--- src/rtl/breakout_pkg.sv ---
// Shared constants and BCD helper for the breakout game sequencer.
// The optional best-score register is enabled by BREAKOUT_HISCORE_EN.
package breakout_pkg;

    localparam logic [1:0] ST_NEWGAME = 2'b00;
    localparam logic [1:0] ST_PLAY    = 2'b01;
    localparam logic [1:0] ST_NEWBALL = 2'b10;
    localparam logic [1:0] ST_OVER    = 2'b11;

    localparam logic [7:0] BCD_MAX = 8'h99;

    localparam int unsigned DEF_LIVES        = 3;
    localparam int unsigned DEF_TIMER_W      = 28;
    localparam int unsigned DEF_NEWBALL_WAIT = 50_000_000;
    localparam int unsigned DEF_OVER_WAIT    = 200_000_000;

    typedef enum logic [1:0] {
        S_NEWGAME = ST_NEWGAME,
        S_PLAY    = ST_PLAY,
        S_NEWBALL = ST_NEWBALL,
        S_OVER    = ST_OVER
    } state_t;

    function automatic logic [7:0] bcd_sat_inc(input logic [7:0] v);
        logic [7:0] r;
        r = {v[7:4], v[3:0] + 4'd1};
        if (v == BCD_MAX) begin
            r = v;
        end else if (v[3:0] == 4'd9) begin
            r = {v[7:4] + 4'd1, 4'd0};
        end
        return r;
    endfunction

endpackage

--- src/rtl/bcd_sat_inc2.sv ---
// Two-digit BCD counter that saturates at 99; clr wins over inc.
module bcd_sat_inc2
    import breakout_pkg::*;
(
    input  logic       clk,
    input  logic       rstn,
    input  logic       clr,
    input  logic       inc,
    output logic [7:0] q
);

    logic [7:0] r_q;

    always_ff @(posedge clk or negedge rstn) begin
        if (!rstn) begin
            r_q <= 8'h00;
        end else if (clr) begin
            r_q <= 8'h00;
        end else if (inc) begin
            r_q <= bcd_sat_inc(r_q);
        end
    end

    assign q = r_q;

endmodule

--- src/rtl/breakout_game_ctrl.sv ---
// Breakout game sequencer: newgame/play/newball/over FSM, lives, BCD score.
// Define BREAKOUT_HISCORE_EN to keep a best-score register in hi_score.
module breakout_game_ctrl
    import breakout_pkg::*;
#(
    parameter int unsigned LIVES        = DEF_LIVES,
    parameter int unsigned TIMER_W      = DEF_TIMER_W,
    parameter int unsigned NEWBALL_WAIT = DEF_NEWBALL_WAIT,
    parameter int unsigned OVER_WAIT    = DEF_OVER_WAIT
) (
    input  logic       clk,
    input  logic       rstn,
    input  logic       start,
    input  logic       hit,
    input  logic       miss,
    input  logic       cleared,
    output logic [1:0] state,
    output logic       gra_still,
    output logic [1:0] ball_cnt,
    output logic [7:0] score,
    output logic       win,
    output logic [7:0] hi_score
);

    localparam logic [1:0]         LIVES_B = 2'(LIVES);
    localparam logic [TIMER_W-1:0] NB_LOAD = TIMER_W'(NEWBALL_WAIT);
    localparam logic [TIMER_W-1:0] OV_LOAD = TIMER_W'(OVER_WAIT);
    localparam logic [TIMER_W-1:0] T_ONE   = TIMER_W'(1);

    state_t             r_state;
    logic               r_still;
    logic [1:0]         r_ball_cnt;
    logic               r_win;
    logic [TIMER_W-1:0] r_timer;
    logic               r_start_q;
    logic               r_hit_q;
    logic               r_miss_q;
    logic               r_clr_q;

    logic       w_start_ev;
    logic       w_hit_ev;
    logic       w_miss_ev;
    logic       w_clr_ev;
    logic       w_score_clr;
    logic       w_score_inc;
    logic [7:0] w_score;

    assign w_start_ev = start & ~r_start_q;
    assign w_hit_ev   = hit & ~r_hit_q;
    assign w_miss_ev  = miss & ~r_miss_q;
    assign w_clr_ev   = cleared & ~r_clr_q;

    assign w_score_clr = (r_state == S_NEWGAME) & w_start_ev;
    assign w_score_inc = (r_state == S_PLAY) & w_hit_ev;

    always_ff @(posedge clk or negedge rstn) begin
        if (!rstn) begin
            r_start_q <= 1'b0;
            r_hit_q   <= 1'b0;
            r_miss_q  <= 1'b0;
            r_clr_q   <= 1'b0;
        end else begin
            r_start_q <= start;
            r_hit_q   <= hit;
            r_miss_q  <= miss;
            r_clr_q   <= cleared;
        end
    end

    bcd_sat_inc2 u_score (
        .clk  (clk),
        .rstn (rstn),
        .clr  (w_score_clr),
        .inc  (w_score_inc),
        .q    (w_score)
    );

    always_ff @(posedge clk or negedge rstn) begin
        if (!rstn) begin
            r_state    <= S_NEWGAME;
            r_still    <= 1'b1;
            r_ball_cnt <= LIVES_B;
            r_win      <= 1'b0;
            r_timer    <= '0;
        end else begin
            unique case (r_state)
                S_NEWGAME: begin
                    if (w_start_ev) begin
                        r_state    <= S_PLAY;
                        r_still    <= 1'b0;
                        r_ball_cnt <= LIVES_B;
                        r_win      <= 1'b0;
                    end
                end
                S_PLAY: begin
                    if (w_clr_ev) begin
                        r_win   <= 1'b1;
                        r_timer <= OV_LOAD;
                        r_state <= S_OVER;
                        r_still <= 1'b1;
                    end else if (w_miss_ev) begin
                        r_still <= 1'b1;
                        if (r_ball_cnt > 2'd1) begin
                            r_ball_cnt <= r_ball_cnt - 2'd1;
                            r_timer    <= NB_LOAD;
                            r_state    <= S_NEWBALL;
                        end else begin
                            r_ball_cnt <= 2'd0;
                            r_timer    <= OV_LOAD;
                            r_state    <= S_OVER;
                        end
                    end
                end
                S_NEWBALL: begin
                    // early launch presses are dropped, not queued
                    if (w_start_ev && r_timer == '0) begin
                        r_state <= S_PLAY;
                        r_still <= 1'b0;
                    end else if (r_timer != '0) begin
                        r_timer <= r_timer - T_ONE;
                    end
                end
                S_OVER: begin
                    if (r_timer <= T_ONE) begin
                        r_timer <= '0;
                        r_state <= S_NEWGAME;
                    end else begin
                        r_timer <= r_timer - T_ONE;
                    end
                end
                default: begin
                    r_state <= S_NEWGAME;
                    r_still <= 1'b1;
                end
            endcase
        end
    end

`ifdef BREAKOUT_HISCORE_EN
    logic [7:0] r_hi;
    logic       w_to_over;
    logic [7:0] w_score_nxt;

    // compare against the score including a hit on the final edge
    assign w_score_nxt = w_score_inc ? bcd_sat_inc(w_score) : w_score;
    assign w_to_over   = (r_state == S_PLAY) &
                         (w_clr_ev | (w_miss_ev & (r_ball_cnt <= 2'd1)));

    always_ff @(posedge clk or negedge rstn) begin
        if (!rstn) begin
            r_hi <= 8'h00;
        end else if (w_to_over && (w_score_nxt > r_hi)) begin
            r_hi <= w_score_nxt;
        end
    end

    assign hi_score = r_hi;
`else
    assign hi_score = 8'h00;
`endif

    assign state     = r_state;
    assign gra_still = r_still;
    assign ball_cnt  = r_ball_cnt;
    assign score     = w_score;
    assign win       = r_win;

endmodule
--- config.mk ---
export PLATFORM = sky130hd
export DESIGN_NAME = breakout_game_ctrl
export DESIGN_NICKNAME = d
export VERILOG_FILES = /design/src/rtl/breakout_pkg.sv /design/src/rtl/bcd_sat_inc2.sv /design/src/rtl/breakout_game_ctrl.sv
export SDC_FILE = /design/constraint.sdc
export NUM_CORES = 1
export LEC_CHECK = 0
export CAP_MARGIN = 15
export CORE_UTILIZATION = 55
export CTS_CLUSTER_DIAMETER = 200
export DETAILED_ROUTE_END_ITERATION = 10
export PLACE_DENSITY_LB_ADDON = 0.2
export SYNTH_ARGS = -nofsm -noshare
export SYNTH_HDL_FRONTEND = slang
export SYNTH_SLANG_ARGS = --single-unit
--- constraint.sdc ---
create_clock -name clk -period 5.93 [get_ports clk]
set_clock_uncertainty 0.1 [all_clocks]
set_input_delay 1.186 -clock clk [delete_from_list [all_inputs] [get_ports clk]]
set_output_delay 1.186 -clock clk [all_outputs]
set_load 0.02 [all_outputs]
==> results of run 1 <==
## per-layer routing
layer	global-route usage, %	part of all wire [%]
met4	8.06	1.3
met3	4.72	4.4
met5	0	0
met1	35.6	49
met2	37.2	46
## registers in the layout, summed over array words and instances, names as in the netlist
signal and flops:
ball_cnt 2, gra_still 1, r_clr_q 1, r_hit_q 1
r_miss_q 1, r_start_q 1, r_timer 28, state 2
u_score.q 8, win 1
## cells by family after synthesis
logic type                 count (synthesis)  share of synthesized area [%]
adders and majority gates                  7                           3.22
AOI/OAI and AO/OA                         89                           21.1
and+or+nand+nor                          121                           25.0
muxes                                      2                          0.827
other                                      1                          0.138
DFF                                       46                           42.4
xor gates and xnor gates                   3                          0.965
buffers and inverters                     27                           6.29
## report_power, final
group          switching (mW)  internal, mW
Sequential            0.00104         0.316
Clock                   0.105        0.0942
Combinational          0.0146       0.00658
Total                   0.121         0.417
## through the flow
stage	hold slack, ns	total power, mW
2_1_floorplan	0.367	0.335
6_report	0.395	0.537
4_1_cts	0.400	0.542
3_5_place_dp	0.376	0.343
3_3_place_gp	0.384	0.343
5_1_grt	0.431	0.556
## worst paths after layout
path                            start            to  slack, ns  cells after the start
setup / recovery                 miss   r_timer[12]       2.77                      7
hold / removal              gra_still     gra_still       0.40                      2
setup reg to reg           r_timer[2]   r_timer[12]       2.83                      6
hold reg to reg             gra_still     gra_still       0.40                      2
max in group asynchronous        rstn     gra_still       4.49                      2
min in group asynchronous        rstn  u_score.q[7]       0.69                      1
## critical path, delay by kind of cell
kind | cells | cell delay [ns]
AOI/OAI and AO/OA | 3 | 0.54
buffers and inverters | 1 | 0.42
and+or+nand+nor | 3 | 1.11
## cell type report
class                           count  share of cell area, %
Clock inverter                      1                  0.167
Multi-Input combinational cell    230                   47.5
Sequential cell                    46                   38.5
Timing Repair Buffer               21                   7.10
Clock buffer                        7                   2.88
Inverter                            8                   1.00
Tap cell                           67                   2.80
## cells in the final DEF (no fill, tap or decap), types with 3 or more instances in the layout
| master | n |
|---|---|
| nand3_1 | 6 |
| nor2_1 | 34 |
| dfrtp_1 | 43 |
| o21ai_0 | 25 |
| clkbuf_8 | 6 |
| nor3_1 | 15 |
| nor2b_1 | 5 |
| a22o_1 | 4 |
| nor4_2 | 3 |
| nand2_1 | 28 |
| conb_1 | 8 |
| nor4_4 | 3 |
| o21ai_1 | 17 |
| clkdlybuf4s50_1 | 18 |
| inv_1 | 8 |
| o41ai_1 | 5 |
| nand2b_1 | 4 |
| ha_1 | 7 |
| dfstp_2 | 3 |
| o31ai_1 | 8 |
| a21oi_1 | 13 |
| nand4_1 | 3 |
| nor4_1 | 5 |
==> results.ini, run 1 <==
[clocking]
cts_resized=0
cts-root-buf=clkbuf_8
cts_tree=built
postCtsSetupBuffers=0
cts_max_level=2
cts_buffers=5
cts.sinks=46
clk_pin_slew_ns=0.09
clk_path_buf_depth=2
ctsHoldBuffers=0
clock_latency_ns=0.30

[timing]
finalHoldViolCount=0
period_minus_slack_ns=3.16
max_freq_mhz=317
drv_slew=0
timing.slew.headroom_pct=26.2
worstMarginPinSlew_ns=1.10
setup_viol=0
fin_ws_ns=2.77
rsz0062_at_grt=no
finalCritPeriodShare_pct=53.3
tns_ns=0

[synth]
synth-async-reset-ratio_pct=100
synth_cell_types=53
synth.top_cells.by_count=dfrtp_1 (43), nor2_1 (34), nand2_1 (28)
synthTopCellsByArea=dfrtp_1 (40%), nor2_1 (4.7%), o21ai_0 (4.6%)
ys_ff_latch=46
postSynthCellCount=296
yosysMostFrequentCell=dfrtp_1
ys_seq_area_share_pct=42.4
synth_edf_count=0
synth_top_cell_by_area=dfrtp_1
avgSynthCellArea_um2=9.20
yosysWarnings=0
syn_area_um2=2720
synth_flop_cell=dfrtp_1
synth_top_area_share_pct=39.5

[setup_path]
setup.worst_path.end_class=flop
worstSetupStartpointType=primary input
critPathKind=primary input to flop
cp.arrival_ns=3.25
cp.required_ns=6.03
slowest_stage=and2_1
critPathMaxStageDelay_ns=0.81
crit_path_max_fanout=27
crit_chain=clkdlybuf4s50_1, nor2b_1, nand2b_1, o21ai_0, and2_1, o21ai_0, o311ai_0
critPathMostFrequentCell=o21ai_0

[final_layout]
drive_gt1_share_pct=9.27
utilization_pct=63.0
syn_to_final_growth_pct=10.0
fin_nets=325
stdcell_area_um2=3000
register_area_um2=1150
layout.cells.non_filler=380
multi_input_area_um2=1420
num_antenna_cells=0
fill_cells=417

[route]
dr.pass1.iters=4
drt_iter0_markers=131
drt-total-wl_mm=5.81
vias=2241
via_per_inst=5.90
drc_errors=0
post_drt_wl_per_cell_um=15.3
ant_nets=0

[placement]
post-place-ws_ns=2.48
io_buffers=19
dpl_cell_area_um2=2890
dpl.hpwl_mm=3.87
dp_cells=371
place_congestion=0.831

[power]
power.density_nw_per_um2=179
leakagePower_nw=1.13
peakVddDrop_mv=0.102

[die]
die_w_um=72.4
dieArea_um2=5240
core-area_um2=4750
initial_core_util_pct=57.3
row_count=25
die_y_um=72.4
io_pins=28

[global_routing]
track_usage_pct=24.6
grt_pass1_vias=2011
antenna_found_initial=0
globalRouteOverflowTotal=0
grt_start_max_net_pins=47
grt_pass1_wl_mm=9.82

[run_status]
status=completed

[min_path]
hold_path_class=flop to flop

[flow_run]
max-cap-violations=0

Note: power is estimated with default switching activity, not from simulation.
==> run 2, diff against run 1 <==
==> constraint.sdc (replaced) <==
create_clock -name clk -period 3.1 [get_ports clk]
set_clock_uncertainty 0.1 [all_clocks]
set_input_delay 0.62 -clock clk [delete_from_list [all_inputs] [get_ports clk]]
set_output_delay 0.62 -clock clk [all_outputs]
set_load 0.02 [all_outputs]
==> run 2 against run 1 <==
  * Register-to-register slack got worse by 2.5 ns
  * Sequential power increased by 91%
  * Highest routed layer unchanged
  * Global-route usage increased by 0.38 points
  * Final area increased by 2.6%
  * Via count increased by 0.85%
  * Flip-flop and latch count unchanged
  * Critical path depth decreased by 1
  * Count of clock-buffer cells in the layout unchanged
  * Combinational power increased by 82%
  * Sequential share of layout area decreased by 0.97 points
  * Hold slack got worse by 0.25 ns
==> results.ini, run 2 (synthesized netlist as in run 1, its figures left out) <==
[final_layout]
syn_to_final_growth_pct=12.9  ; was 10.0%
final_common_cell=dfrtp_1  ; unchanged
fin_nets=335  ; was 325
stdcell_area_um2=3070  ; was 3000 um2
largest_register_ffs=28  ; unchanged
multi_input_area_um2=1420  ; unchanged
fill_cells=409  ; was 417
num_antenna_cells=0  ; unchanged
layout.cells.non_filler=390  ; was 380
mostFrequentLayoutCells=dfrtp_1 (43), nor2_1 (34), nand2_1 (28)  ; unchanged
top_register=r_timer  ; unchanged
register_area_um2=1150  ; unchanged
drive_gt1_share_pct=11.8  ; was 9.27%

[power]
peakVddDrop_mv=0.280  ; was 0.102 mV
power.density_nw_per_um2=354  ; was 179 nW/um2
leakagePower_nw=1.18  ; was 1.13 nW
total_power_mw=1.09  ; was 537 uW

[global_routing]
grt_pass1_vias=2012  ; was 2,011
globalRouteOverflowTotal=0  ; unchanged
track_usage_pct=25.0  ; was 24.6%
grt_pass1_wl_mm=9.93  ; was 9.82 mm
antenna_found_initial=0  ; unchanged
grt_start_max_net_pins=29  ; was 47

[timing]
finalCritPeriodShare_pct=90.6
finalHoldViolCount=0  ; unchanged
drv_slew=0  ; unchanged
setup_viol=0  ; unchanged
period_minus_slack_ns=2.81
tns_ns=0  ; unchanged
worstMarginPinSlew_ns=0.948  ; was 1.10 ns
max_freq_mhz=356
rsz0062_at_grt=no  ; unchanged
timing.slew.headroom_pct=36.8  ; was 26.2%

[flow_run]
max-cap-violations=0  ; unchanged

[clocking]
clock_latency_ns=0.31  ; was 0.30 ns
clk_pin_slew_ns=0.09  ; about the same
postCtsSetupBuffers=0  ; unchanged
cts_max_level=2  ; unchanged
cts.sinks=46  ; unchanged
ctsHoldBuffers=0  ; unchanged
clk_path_buf_depth=2  ; unchanged
cts_buffers=5  ; unchanged
cts_resized=0  ; unchanged
cts_tree=built  ; unchanged
cts-root-buf=clkbuf_8  ; unchanged

[route]
post_drt_wl_per_cell_um=15.0  ; was 15.3 um
vias=2260  ; was 2,241
drt_iter0_markers=155  ; was 131
via_per_inst=5.79  ; was 5.90
dr.pass1.iters=4  ; unchanged
ant_nets=0  ; unchanged
drc_errors=0  ; unchanged
drt-total-wl_mm=5.85  ; was 5.81 mm

[die]
die_w_um=72.4  ; unchanged
die_y_um=72.4  ; unchanged
core-area_um2=4750  ; unchanged
io_pins=28  ; unchanged
row_count=25  ; unchanged
initial_core_util_pct=57.3  ; unchanged
dieArea_um2=5240  ; unchanged

[min_path]
hold_path_class=primary input to asynchronous set/reset pin  ; was flop to flop

[setup_path]
setup.worst_path.end_class=flop  ; unchanged
regToRegSetupSlack_ns=0.29  ; was 2.83 ns
cp.required_ns=3.20  ; was 6.03 ns
slowest_stage=and2_1  ; unchanged
crit_buf_inv=0  ; was 1
worstSetupStartpointType=flop  ; was primary input
crit_chain=nor4_4, nand4_4, o31ai_2, and2_1, o21ai_0, o311ai_0  ; was clkdlybuf4s50_1, nor2b_1, nand2b_1, o21ai_0, and2_1, o21ai_0, o311ai_0
critPathKind=flop to flop  ; was primary input to flop
critPathTopFamily=simple AND/OR/NAND/NOR gates  ; unchanged
cp.arrival_ns=2.91  ; was 3.25 ns
critPathMaxStageDelay_ns=0.81  ; about the same
crit_path_max_fanout=27  ; unchanged

[placement]
dpl.hpwl_mm=4.04  ; was 3.87 mm
dp_cells=382  ; was 371
place_congestion=0.882  ; was 0.831
dpl_cell_area_um2=2970  ; was 2890 um2
io_buffers=19  ; unchanged

[run_status]
status=completed  ; unchanged

run 2: final timing paths:
path | to | startpoint | cells after the start
worst max-delay path | r_timer[12] | r_timer[8] | 6
worst min-delay path | r_timer[12] | rstn | 1
worst max register to register | r_timer[12] | r_timer[8] | 6
worst min register to register | gra_still | gra_still | 2
max in group asynchronous | ball_cnt[0] | rstn | 2
min in group clk | gra_still | gra_still | 2
run 2: area by class of cell:
type | instances | area share, %
inverter | 8 | 0.977
timing repair buffer | 31 | 8.95
tap | 67 | 2.73
clock buffer | 7 | 2.48
sequential | 46 | 37.6
clock inverter | 1 | 0.977
multi-input combinational | 230 | 46.3
run 2: metal layers:
layer	wire (um)	share of wire, %	vias up	track usage, %
met2	2730	47	39	37.1
met1	2840	49	1094	37.0
met3	198	3.4	7	4.44
met4	76	1.3	0	8.06
li1	-	-	1120	-
met5	0	0	-	0
run 2: report_power, final:
group | switching (mW) | total (mW) | internal (mW) | leakage [nW]
registers | 0.00204 | 0.606 | 0.604 | 0.512
logic | 0.0276 | 0.0384 | 0.0108 | 0.614
clock network | 0.201 | 0.442 | 0.241 | 0.0524
run 2: through the flow:
step	utilization, %	hold WS [ns]	setup slack [ns]
after floorplan	-	0.224	0.867
after global placement	62.4	0.379	0.292
after detailed placement	62.4	0.390	0.224
after CTS	64.7	0.161	0.290
after global routing	64.7	0.185	0.0505
final	64.7	0.148	0.293
